**config.mk**
```make
export PLATFORM = sky130hd
export DESIGN_NAME = fetch_unit
export DESIGN_NICKNAME = d
export VERILOG_FILES = /design/src/rtl/fetch_unit_pkg.sv /design/src/rtl/fetch_unit_if_id.sv /design/src/rtl/fetch_unit.sv
export SDC_FILE = /design/constraint.sdc
export NUM_CORES = 1
export LEC_CHECK = 0
export ABC_AREA = 1
export ABC_CLOCK_PERIOD_IN_PS = 13250
export CAP_MARGIN = 20
export CORE_ASPECT_RATIO = 0.75
export CORE_UTILIZATION = 49
export DETAILED_ROUTE_END_ITERATION = 6
export PLACE_DENSITY = 0.87
export SLEW_MARGIN = 20
export SYNTH_ARGS = -nofsm -noshare
export SYNTH_HDL_FRONTEND = slang
export SYNTH_SLANG_ARGS = --single-unit
export TNS_END_PERCENT = 100
```
**constraint.sdc**
```tcl
create_clock -name clk -period 13.25 [get_ports clk]
set_input_delay 2.65 -clock clk [delete_from_list [all_inputs] [get_ports clk]]
set_output_delay 2.65 -clock clk [all_outputs]
set_load 0.01 [all_outputs]
```
**src/rtl/fetch_unit_pkg.sv**
```systemverilog
// Shared fetch-stage definitions: reset PC, legal instruction window, nop
// word, IF/ID payload and fetch FSM encoding.
// Build option: DELAY_SLOT_EN (MIPS branch delay slot; drops the SQUASH state).
package fetch_unit_pkg;

   localparam logic [31:0] PC_RESET_DEF = 32'h0000_3000;
   localparam logic [31:0] IMEM_LO_DEF  = 32'h0000_3000;
   localparam logic [31:0] IMEM_HI_DEF  = 32'h0000_6FFC;
   localparam logic [31:0] NOP          = 32'h0000_0000;

`ifdef DELAY_SLOT_EN
   typedef enum logic [1:0] {
      RUN  = 2'd0,
      HOLD = 2'd1
   } fstate_t;
`else
   typedef enum logic [1:0] {
      RUN    = 2'd0,
      HOLD   = 2'd1,
      SQUASH = 2'd2
   } fstate_t;
`endif

   typedef struct packed {
      logic [31:0] instr;
      logic [31:0] pc4;
      logic [31:0] pc8;
      logic        valid;
      logic        adel;
   } ifid_t;

endpackage

```
**src/rtl/fetch_unit_if_id.sv**
```systemverilog
// IF/ID pipeline register. Hold wins over flush; flush loads a nop bubble
// but keeps the sequential PC+4/PC+8 so the bubble still has a sane PC.
module if_id_reg
   import fetch_unit_pkg::*;
#(
   parameter logic [31:0] PC_RESET = PC_RESET_DEF
) (
   input  logic  clk,
   input  logic  reset,
   input  logic  hold,
   input  logic  flush,
   input  ifid_t d,
   output ifid_t q
);

   // capture, hold or bubble the fetched instruction
   always_ff @(posedge clk or posedge reset) begin
      if (reset) begin
         q.instr <= NOP;
         q.pc4   <= PC_RESET + 32'd4;
         q.pc8   <= PC_RESET + 32'd8;
         q.valid <= 1'b0;
         q.adel  <= 1'b0;
      end else if (!hold) begin
         q.pc4 <= d.pc4;
         q.pc8 <= d.pc8;
         if (flush) begin
            q.instr <= NOP;
            q.valid <= 1'b0;
            q.adel  <= 1'b0;
         end else begin
            q <= d;
         end
      end
   end

endmodule

```
**src/rtl/fetch_unit.sv**
```systemverilog
// Instruction fetch stage: PC register, prioritised next-PC mux, fetch
// address checking and the fetch FSM feeding the IF/ID register.
// Build option: DELAY_SLOT_EN keeps the instruction fetched in a redirect
// cycle (delay slot); otherwise that instruction is squashed to a nop.
module fetch_unit
   import fetch_unit_pkg::*;
#(
   parameter logic [31:0] PC_RESET = PC_RESET_DEF,
   parameter logic [31:0] IMEM_LO  = IMEM_LO_DEF,
   parameter logic [31:0] IMEM_HI  = IMEM_HI_DEF
) (
   input  logic        clk,
   input  logic        reset,
   input  logic        StallF,
   input  logic        FlushD,
   input  logic        BranchTakenD,
   input  logic [31:0] PCBranchD,
   input  logic        JumpD,
   input  logic [31:0] PCJumpD,
   input  logic        JrD,
   input  logic [31:0] PCJrD,
   output logic [31:0] ImemAddr,
   input  logic [31:0] ImemRdata,
   output logic [31:0] InstrD,
   output logic [31:0] PC4D,
   output logic [31:0] PC8D,
   output logic        ValidD,
   output logic        AdELD
);

   logic [31:0] pc, pc4, pc8, pc_next;
   logic        adel, redirect, take, squash;
   fstate_t     state;
   ifid_t       ifid_d, ifid_q;

   assign pc4      = pc + 32'd4;
   assign pc8      = pc + 32'd8;
   assign adel     = (pc[1:0] != 2'b00) || (pc < IMEM_LO) || (pc > IMEM_HI);
   assign redirect = JrD | JumpD | BranchTakenD;

`ifdef DELAY_SLOT_EN
   assign take   = redirect & ~StallF;
   assign squash = FlushD;
`else
   // D holds a bubble during SQUASH, so any redirect seen then is spurious
   assign take   = redirect & ~StallF & (state != SQUASH);
   assign squash = FlushD | take;
`endif

   // next-PC select: jr > jump > branch > sequential
   always_comb begin
      pc_next = pc4;
      if (take) begin
         if (JrD)               pc_next = PCJrD;
         else if (JumpD)        pc_next = PCJumpD;
         else if (BranchTakenD) pc_next = PCBranchD;
      end
   end

   // program counter; stall freezes it and drops redirects
   always_ff @(posedge clk or posedge reset) begin
      if (reset)        pc <= PC_RESET;
      else if (!StallF) pc <= pc_next;
   end

   // fetch FSM
   always_ff @(posedge clk or posedge reset) begin
      if (reset) begin
         state <= RUN;
      end else begin
         case (state)
            RUN: begin
               if (StallF) state <= HOLD;
`ifndef DELAY_SLOT_EN
               else if (take) state <= SQUASH;
`endif
            end
            HOLD: begin
               if (!StallF) begin
                  state <= RUN;
`ifndef DELAY_SLOT_EN
                  if (take) state <= SQUASH;
`endif
               end
            end
`ifndef DELAY_SLOT_EN
            SQUASH:  state <= StallF ? HOLD : RUN;
`endif
            default: state <= RUN;
         endcase
      end
   end

   assign ifid_d.instr = adel ? NOP : ImemRdata;
   assign ifid_d.pc4   = pc4;
   assign ifid_d.pc8   = pc8;
   assign ifid_d.valid = 1'b1;
   assign ifid_d.adel  = adel;

   if_id_reg #(.PC_RESET(PC_RESET)) u_if_id (
      .clk   (clk),
      .reset (reset),
      .hold  (StallF),
      .flush (squash),
      .d     (ifid_d),
      .q     (ifid_q)
   );

   assign ImemAddr = pc;
   assign InstrD   = ifid_q.instr;
   assign PC4D     = ifid_q.pc4;
   assign PC8D     = ifid_q.pc8;
   assign ValidD   = ifid_q.valid;
   assign AdELD    = ifid_q.adel;

endmodule

```
== Word-level counts from Yosys, hierarchy flattened ==
Cells that the tools add are included.
W data, S select, Z words.

* Add/sub/neg operators: 2
* $mul: 0
* Div/mod/pow operators: 0
* Order comparisons: 2
* Equal/unequal tests: 5
* Shifts and indexed selects: 0
* Multiplexer cells: 13
* Bitwise logic cells: 6
* Reduce and logical (&&, ||, !) cells: 5

{| class="wikitable"
|+ Operators by type and width
! operator !! number
|-
| $mux W32 || 6
|-
| $add A32 B3 Y32 const B || 1
|-
| $add A32 B4 Y32 const B || 1
|-
| $gt A32 B15 Y1 const B || 1
|-
| $lt A32 B14 Y1 const B || 1
|-
| $mux W2 || 5
|-
| $pmux W2 S3 || 1
|-
| $ne A2 B2 Y1 const B || 2
|-
| $ne A3 B3 Y1 const B || 1
|-
| $or A1 B1 Y1 || 3
|-
| $and A1 B1 Y1 || 2
|-
| $eq A2 B1 Y1 const B || 1
|-
| $eq A2 B2 Y1 const B || 1
|-
| $logic_not A2 Y1 || 1
|-
| $logic_or A1 B1 Y1 || 2
|-
| $reduce_and A2 Y1 || 1
|-
| $reduce_bool A2 Y1 || 1
|-
| $mux W1 || 1
|-
| $not A1 Y1 || 1
|}

* Flip-flop bits (word level): 132
* Latch bits: 0
* Bits in writable memories: 0
* Bits in read-only memories: 0
* Bits of input ports: 135
* Output and inout port bits: 130
* Word-level logic and storage cells: 40
* Memories: 0

== Longest topological paths before layout ==
Gate-level depths: netlist (run 1).

* Depth after elaboration: 7
* Mapped depth: 11
* Gate-level depth less buffers: 11

== Cells and area by module ==
From an unflattened synthesis (run 1), not the netlist that was laid out.

* Cell total of the unflattened synthesis: 1089
* Area, all modules: 7898.8 um2

{| class="wikitable"
|+ By module, submodules not included
! module !! instances !! cells each !! area an instance (um2) !! seq. area each (um2)
|-
| fetch_unit || 1 || 674 || 4056.4 || 853.3
|-
| if_id_reg || 1 || 415 || 3842.4 || 2459.9
|}

== Least setup slack after synthesis (run 1) ==
No wires, ideal clock.

* Path kind: input -> register
* Start point: in JrD
* End point: reg u_if_id.q[66] (netlist bit)
* Setup time: 0.066 ns
* Arrival time: 3.658 ns
* Required time: 13.184 ns
* Setup slack: 9.527 ns
* Stages on the path: 11
* Buffers on the path: 2
* Cells stage by stage: buf_2 inv_2 nand3_2 nand2_2 nor2_4 nor2_2 inv_2 nor2_4 buf_4 nand3_1 nand2_1

* Cells in the longest elaborated chain, start to end: 6

{| class="wikitable"
|+ Ends and longest elaborated chain
! item !! RTL line !! source
|-
| from (decl) || fetch_unit.sv:20 || <nowiki>input logic JrD,</nowiki>
|-
| $or A1 B1 Y1 (2 in series) || fetch_unit.sv:39 || <nowiki>assign redirect = JrD | JumpD | BranchTakenD;</nowiki>
|-
| $and A1 B1 Y1 (2 in series) || fetch_unit.sv:46 || <nowiki>assign take = redirect & ~StallF & (state != SQUASH);</nowiki>
|-
| $or A1 B1 Y1 || fetch_unit.sv:47 || <nowiki>assign squash = FlushD | take;</nowiki>
|-
| $mux W32 || fetch_unit_if_id.sv:27 || <nowiki>if (flush) begin</nowiki>
|-
| to (decl) || fetch_unit_if_id.sv:13 || <nowiki>output ifid_t q</nowiki>
|}

No other way between the ends.
A chain may end at the register's enable or synchronous reset.

== Final worst setup path (run 1) ==
* Start point: in JrD
* End point: reg u_if_id.q[0] (netlist bit)

* Cells in the longest elaborated chain, start to end: 6

{| class="wikitable"
|+ Ends and longest elaborated chain
! item !! RTL line
|-
| $or A1 B1 Y1 (2 in series) || fetch_unit.sv:39
|-
| $and A1 B1 Y1 (2 in series) || fetch_unit.sv:46
|-
| $or A1 B1 Y1 || fetch_unit.sv:47
|-
| $mux W2 || fetch_unit_if_id.sv:27
|}

No other way between the ends.

==> results.cfg, run 1 <==
[clock_tree]
cts.repair_timing.setup_buffer_count = 0
cts_sinks = 130
clock-root-buffer = clkbuf_16
cts.repair.resized = 0
clk_pin_slew_worst_paths_ns = 0.06
worstSkewPairLatency_ns = 0.41
number_of_buffers_between_clock_root_and_the_deepest_sink = 2
tritoncts = done
cts_buffers = 17
cts-hold-fix-buffers = 0
htreeDepth = 4

[grt]
grt_first_pass_wirelength_um = 39900
pin_count_of_the_biggest_net_entering_global_routing = 97
first_global_vias = 7475
antenna_found_initial = 0
global_route.usage.total_pct = 34.14
grt-ovfl-total = 0

[floorplanning]
chipHeight_um = 107.9
std_cell_rows = 38
chipWidth_um = 143.2
core_area_um2 = 14550
ios = 265
start_util_pct = 50.37
die_area_um2 = 15450

[timing]
setup_viol = 0
layout_min_cycle_time_ns = 5.649
max_slew.worst_pin.slew_ns = 1.046
clock_skew_ns = 0.01118
final.setup.worst_slack_ns = 7.601
hold_vio_cnt_final = 0
final.period_utilization_pct = 42.63
fmax_mhz = 177.0
final_report_max_slew_violation_count = 0
max_slew_margin_pct = 30.05
totalNegativeSetupSlack_ns = 0
grt_setup_unrepaired = false

[placement]
post-place-ws_ns = 7.227
routability_cong = 0.9358
portBuffers = 264
placedCellCount = 1412
post-dp-hpwl_um = 18870

[logic_synthesis]
synth.distinct_cells = 41
ys_ff_latch = 130
mapped_avg_cell_area_um2 = 7.365
portion_of_the_post_synthesis_area_used_by_sequential_elements_pct = 44.53
ys_warns = 0
net_count_of_the_mapped_netlist = 1132
post_synth_inst_count = 995
post_synth_instance_area_um2 = 7328

[run]
max_cap_violations = 0

[setup_path]
cp-end-kind = register
worstPathRequired_ns = 13.56
arrival_ns = 5.96
critical_path_buf_inv_count = 4
critical_path.max_fanout = 38
path_cells = clkdlybuf4s50_1 -> inv_2 -> nand3_2 -> nand2_2 -> nor2_4 -> nor2_2 -> inv_2 -> nor2_4 -> inv_1 -> o21ai_0
critical_path.max_stage_delay_ns = 0.95
timing_worst_setup_path_type = input port to register
cpLargestDelayFamily = buffers and inverters
worst_path_max_delay_cell = clkdlybuf4s50_1
worst_setup_path_start_kind = input port

[layout]
final_util_pct = 73.13
most-common-layout-cells = nand2_1, clkdlybuf4s50_1, dfrtp_1
syn2layout_area_growth_pct = 45.18
stdcell_count = 1443
final_common_cell = nand2_1
insertedDiodeCount = 0
drive_above_1_share_pct = 8.045
fin_nets = 1368
final-seq-area_um2 = 3263
filler_cell_count = 1146
multi_input_comb_area_um2 = 3602

[run_status]
status = finished, final reports clean

[detailed_routing]
vias_per_cell = 5.475
antenna_left = 0
vias = 7900
drt_first_iter_violations = 839
dr.pass1.iters = 7
routedWlPerCell_um = 17.65
post-route-drc-count = 0
drt-total-wl_um = 25470

[power]
worst_ir_drop_vdd_mv = 0.1031
total_power_mw = 1.412
power.leakage_nw = 4.802
power-per-cell-area_nw_per_um2 = 132.8

[hold_path]
min_path_type = register to register
[Yosys cell counts, drive strengths merged]
cell type / n / area [µm²]
o2111ai: 2 / 17.52
xnor2: 3 / 26.28
nand3b: 2 / 18.77
o221ai: 4 / 35.03
nand2: 367 / 1420
a211o: 2 / 17.52
o211ai: 3 / 22.52
inv: 58 / 217.7
o21ai: 62 / 310.3
nand4: 5 / 31.28
dfstp: 8 / 210.2
nand3: 83 / 440.4
ha: 2 / 25.02
o21bai: 1 / 7.510
dfrtp: 122 / 3053
nor3: 7 / 40.04
buf: 36 / 191.4
a21oi: 52 / 267.8
o22ai: 2 / 12.51
a31oi: 23 / 143.9
xor2: 15 / 138.9
nor2: 116 / 594.3
a22oi: 2 / 15.01
clkbuf: 16 / 61.30
or2: 1 / 6.260
clkinv: 1 / 3.750
[path summary, 6_finish.rpt]
kind,slack (ns),cells past startpoint,startpoint,to
min in group asynchronous,2.75,2,reset,u_if_id.q[79]
setup / recovery,7.60,10,JrD,u_if_id.q[0]
max in group asynchronous,9.11,3,reset,u_if_id.q[35]
hold / removal,0.45,1,state[1],state[1]
hold reg to reg,0.45,1,state[1],state[1]
setup reg to reg,10.99,9,ImemAddr[2],ImemAddr[26]
[layout make-up]
cell class,instances,share of cell area (%)
Tap cell,200,2.352
Inverter,59,2.105
Multi-Input combinational cell,754,33.86
Sequential cell,130,30.67
Timing Repair Buffer,269,25.24
Clock inverter,13,1.741
Clock buffer,18,4.034
[through the flow]
| stage | instance area, µm² | hold slack, ns |
|---|---|---|
| after floorplan | 7328 | 0.4241 |
| after global placement | 10000 | 0.4336 |
| after detailed placement | 10020 | 0.4418 |
| after CTS | 10630 | 0.4497 |
| after global routing | 10640 | 0.4760 |
| final | 10640 | 0.4518 |
[cells by family (layout without fill, tap and decap cells)]
kind of cell	count (synthesis)	in the layout	share of synthesized area, %
buf+inv	111	359	6.471
compound gates	153	153	11.59
xor+xnor	18	18	2.254
fa+ha+maj	2	2	0.3414
flops	130	130	44.53
simple gates	581	581	34.81
[routing by layer]
metal	GRT usage [%]	part of all wire [%]	vias up
li1	-	-	3693
met1	47.22	43	3714
met2	51.78	45	429
met3	8.719	9.6	64
met4	12.54	3.0	0
met5	0	0	-
[where the power goes]
part           leakage (nW)  switching (mW)  internal [mW]  total, mW
Sequential             1.60          0.0713          0.455      0.526
Clock                 0.297           0.181          0.314      0.495
Combinational          2.90           0.203          0.187      0.391
Total                  4.80           0.456          0.957       1.41
[sequential cells by signal, indices dropped and copies added, names as in the netlist]
signal,count
u_if_id.q,96
ImemAddr,32
state,2
Power figures use the tool's default switching activity.
==> run 2: changes to the inputs <==
- ABC_CLOCK_PERIOD_IN_PS: 13250 -> 5600
- CORE_UTILIZATION: 49 -> 46
- PLACE_DENSITY: 0.87 -> 0.82
- clock period: 13.25 -> 5.6 ns (I/O delays scaled with it)
==> run 2 against run 1 <==
  * Power grew 130%
  * Final cell count grew 0.55%
  * Largest power group unchanged
  * Non-clock buffer count grew 2
  * Sequential power grew 140%
==> results.cfg, run 2 (synthesized netlist as in run 1, its figures left out) <==
[setup_path]
worst_r2r_endpoint = ImemAddr[19]
reg2reg_slack_ns = 3.38
crit_path_start = JrD
reg2reg_from = ImemAddr[4]
arrival_ns = 3.84
worst-r2r-cell-count = 9
crit_path_end = u_if_id.q[0]
critical_path.max_fanout = 38
cp-end-kind = register
timing_worst_setup_path_type = input port to register
worst_setup_path_start_kind = input port
worstPathRequired_ns = 5.93

[timing]
hold_vio_cnt_final = 0
clock_skew_ns = 0.01221
setup_viol = 0
final_report_max_slew_violation_count = 0
max_slew_margin_pct = 27.38
grt_setup_unrepaired = false
totalNegativeSetupSlack_ns = 0
fmax_mhz = 285.0
final.period_utilization_pct = 62.66
layout_min_cycle_time_ns = 3.509
max_slew.worst_pin.slew_ns = 1.088

[detailed_routing]
dr.pass1.iters = 5
antenna_left = 0
vias = 7884
post-route-drc-count = 0
drt-total-wl_um = 26000
vias_per_cell = 5.433
routedWlPerCell_um = 17.92
drt_first_iter_violations = 892

[layout]
largest-register = u_if_id.q
stdcell_area_um2 = 10640
final_common_cell = nand2_1
filler_cell_count = 1264
most-common-layout-cells = nand2_1, clkdlybuf4s50_1, dfrtp_1
drive_above_1_share_pct = 8.347
insertedDiodeCount = 0
largest_reg_flops = 96
syn2layout_area_growth_pct = 45.19
fin_nets = 1370

[clock_tree]
cts_buffers = 17
cts.repair_timing.setup_buffer_count = 0
cts.repair.resized = 0
cts-hold-fix-buffers = 0
clk_pin_slew_worst_paths_ns = 0.06
htreeDepth = 4
number_of_buffers_between_clock_root_and_the_deepest_sink = 2
worstSkewPairLatency_ns = 0.43
clock-root-buffer = clkbuf_16
tritoncts = done
cts_sinks = 130

[floorplanning]
std_cell_rows = 39
die_area_um2 = 16450
ios = 265
start_util_pct = 47.53
chipWidth_um = 147.7
chipHeight_um = 111.3
core_area_um2 = 15420

[run]
max_cap_violations = 0

[grt]
first_global_vias = 7599
global_route.usage.total_pct = 32.43
antenna_found_initial = 0
grt_first_pass_wirelength_um = 41170
pin_count_of_the_biggest_net_entering_global_routing = 96
grt-ovfl-total = 0

[power]
power.leakage_nw = 4.800
worst_ir_drop_vdd_mv = 0.2205
power-per-cell-area_nw_per_um2 = 310.0

[placement]
portBuffers = 264
detailed_place.area_um2 = 10030
post-dp-hpwl_um = 18900
routability_cong = 0.9615

[hold_path]
min_path_type = register to register

[run_status]
status = finished, final reports clean
==> run 2: report_power, final <==
group	leakage (nW)	switching (mW)	internal, mW
Clock	0.281	0.451	0.674
Combinational	2.92	0.481	0.443
Sequential	1.60	0.173	1.08
==> run 2: metrics by stage <==
step                hold slack [ns]  std cells  power [mW]  worst slack (ns)  util, %
finish                       0.4594       1451       3.299             2.091    69.00
global route                 0.4684       1451       3.436             1.758    69.00
CTS                          0.4557       1450       3.291             1.948    68.91
detailed placement           0.4481       1418       2.161             1.532    65.07
global placement             0.4402       1417       2.145             1.610    64.97
floorplan                    0.4241        995       1.643             1.024        -
==> run 2: final cells by class <==
cell class	count	area (µm²)	share of cell area, %
inverter	59	224.0	2.105
multi-input combinational	754	3597	33.81
clock buffer	19	442.9	4.163
clock inverter	13	148.9	1.399
tap	205	256.5	2.411
timing repair buffer	271	2708	25.45
sequential	130	3263	30.67
==> run 2: worst max-delay path: stages <==
cell and delay [ns]:
clkdlybuf4s50_1 0.39, buf_4 0.23, inv_2 0.47, nand3_2 0.18, nand2_2 0.14, nor2_4 0.13, nor2_2 0.14, inv_2 0.08
nor2_4 0.58, inv_1 0.13, o21ai_0 0.22
==> run 2: how the worst min path moves through the flow <==
| stage | startpoint | to | cells past startpoint |
|---|---|---|---|
| after floorplan | state[1] | state[1] | 1 |
| after global placement | state[0] | state[0] | 1 |
| after detailed placement | state[0] | state[0] | 1 |
| after CTS | state[0] | state[0] | 1 |
| after global routing | state[0] | state[0] | 1 |
| final | state[0] | state[0] | 1 |
==> run 2: routing by layer <==
metal	share of wire [%]	vias up	wire, µm	global-route usage, %
met5	0	-	0	0
met4	1.9	0	487	7.904
met3	10	43	2697	9.300
met2	44	430	11530	49.21
met1	43	3716	11290	45.66
li1	-	3695	-	-
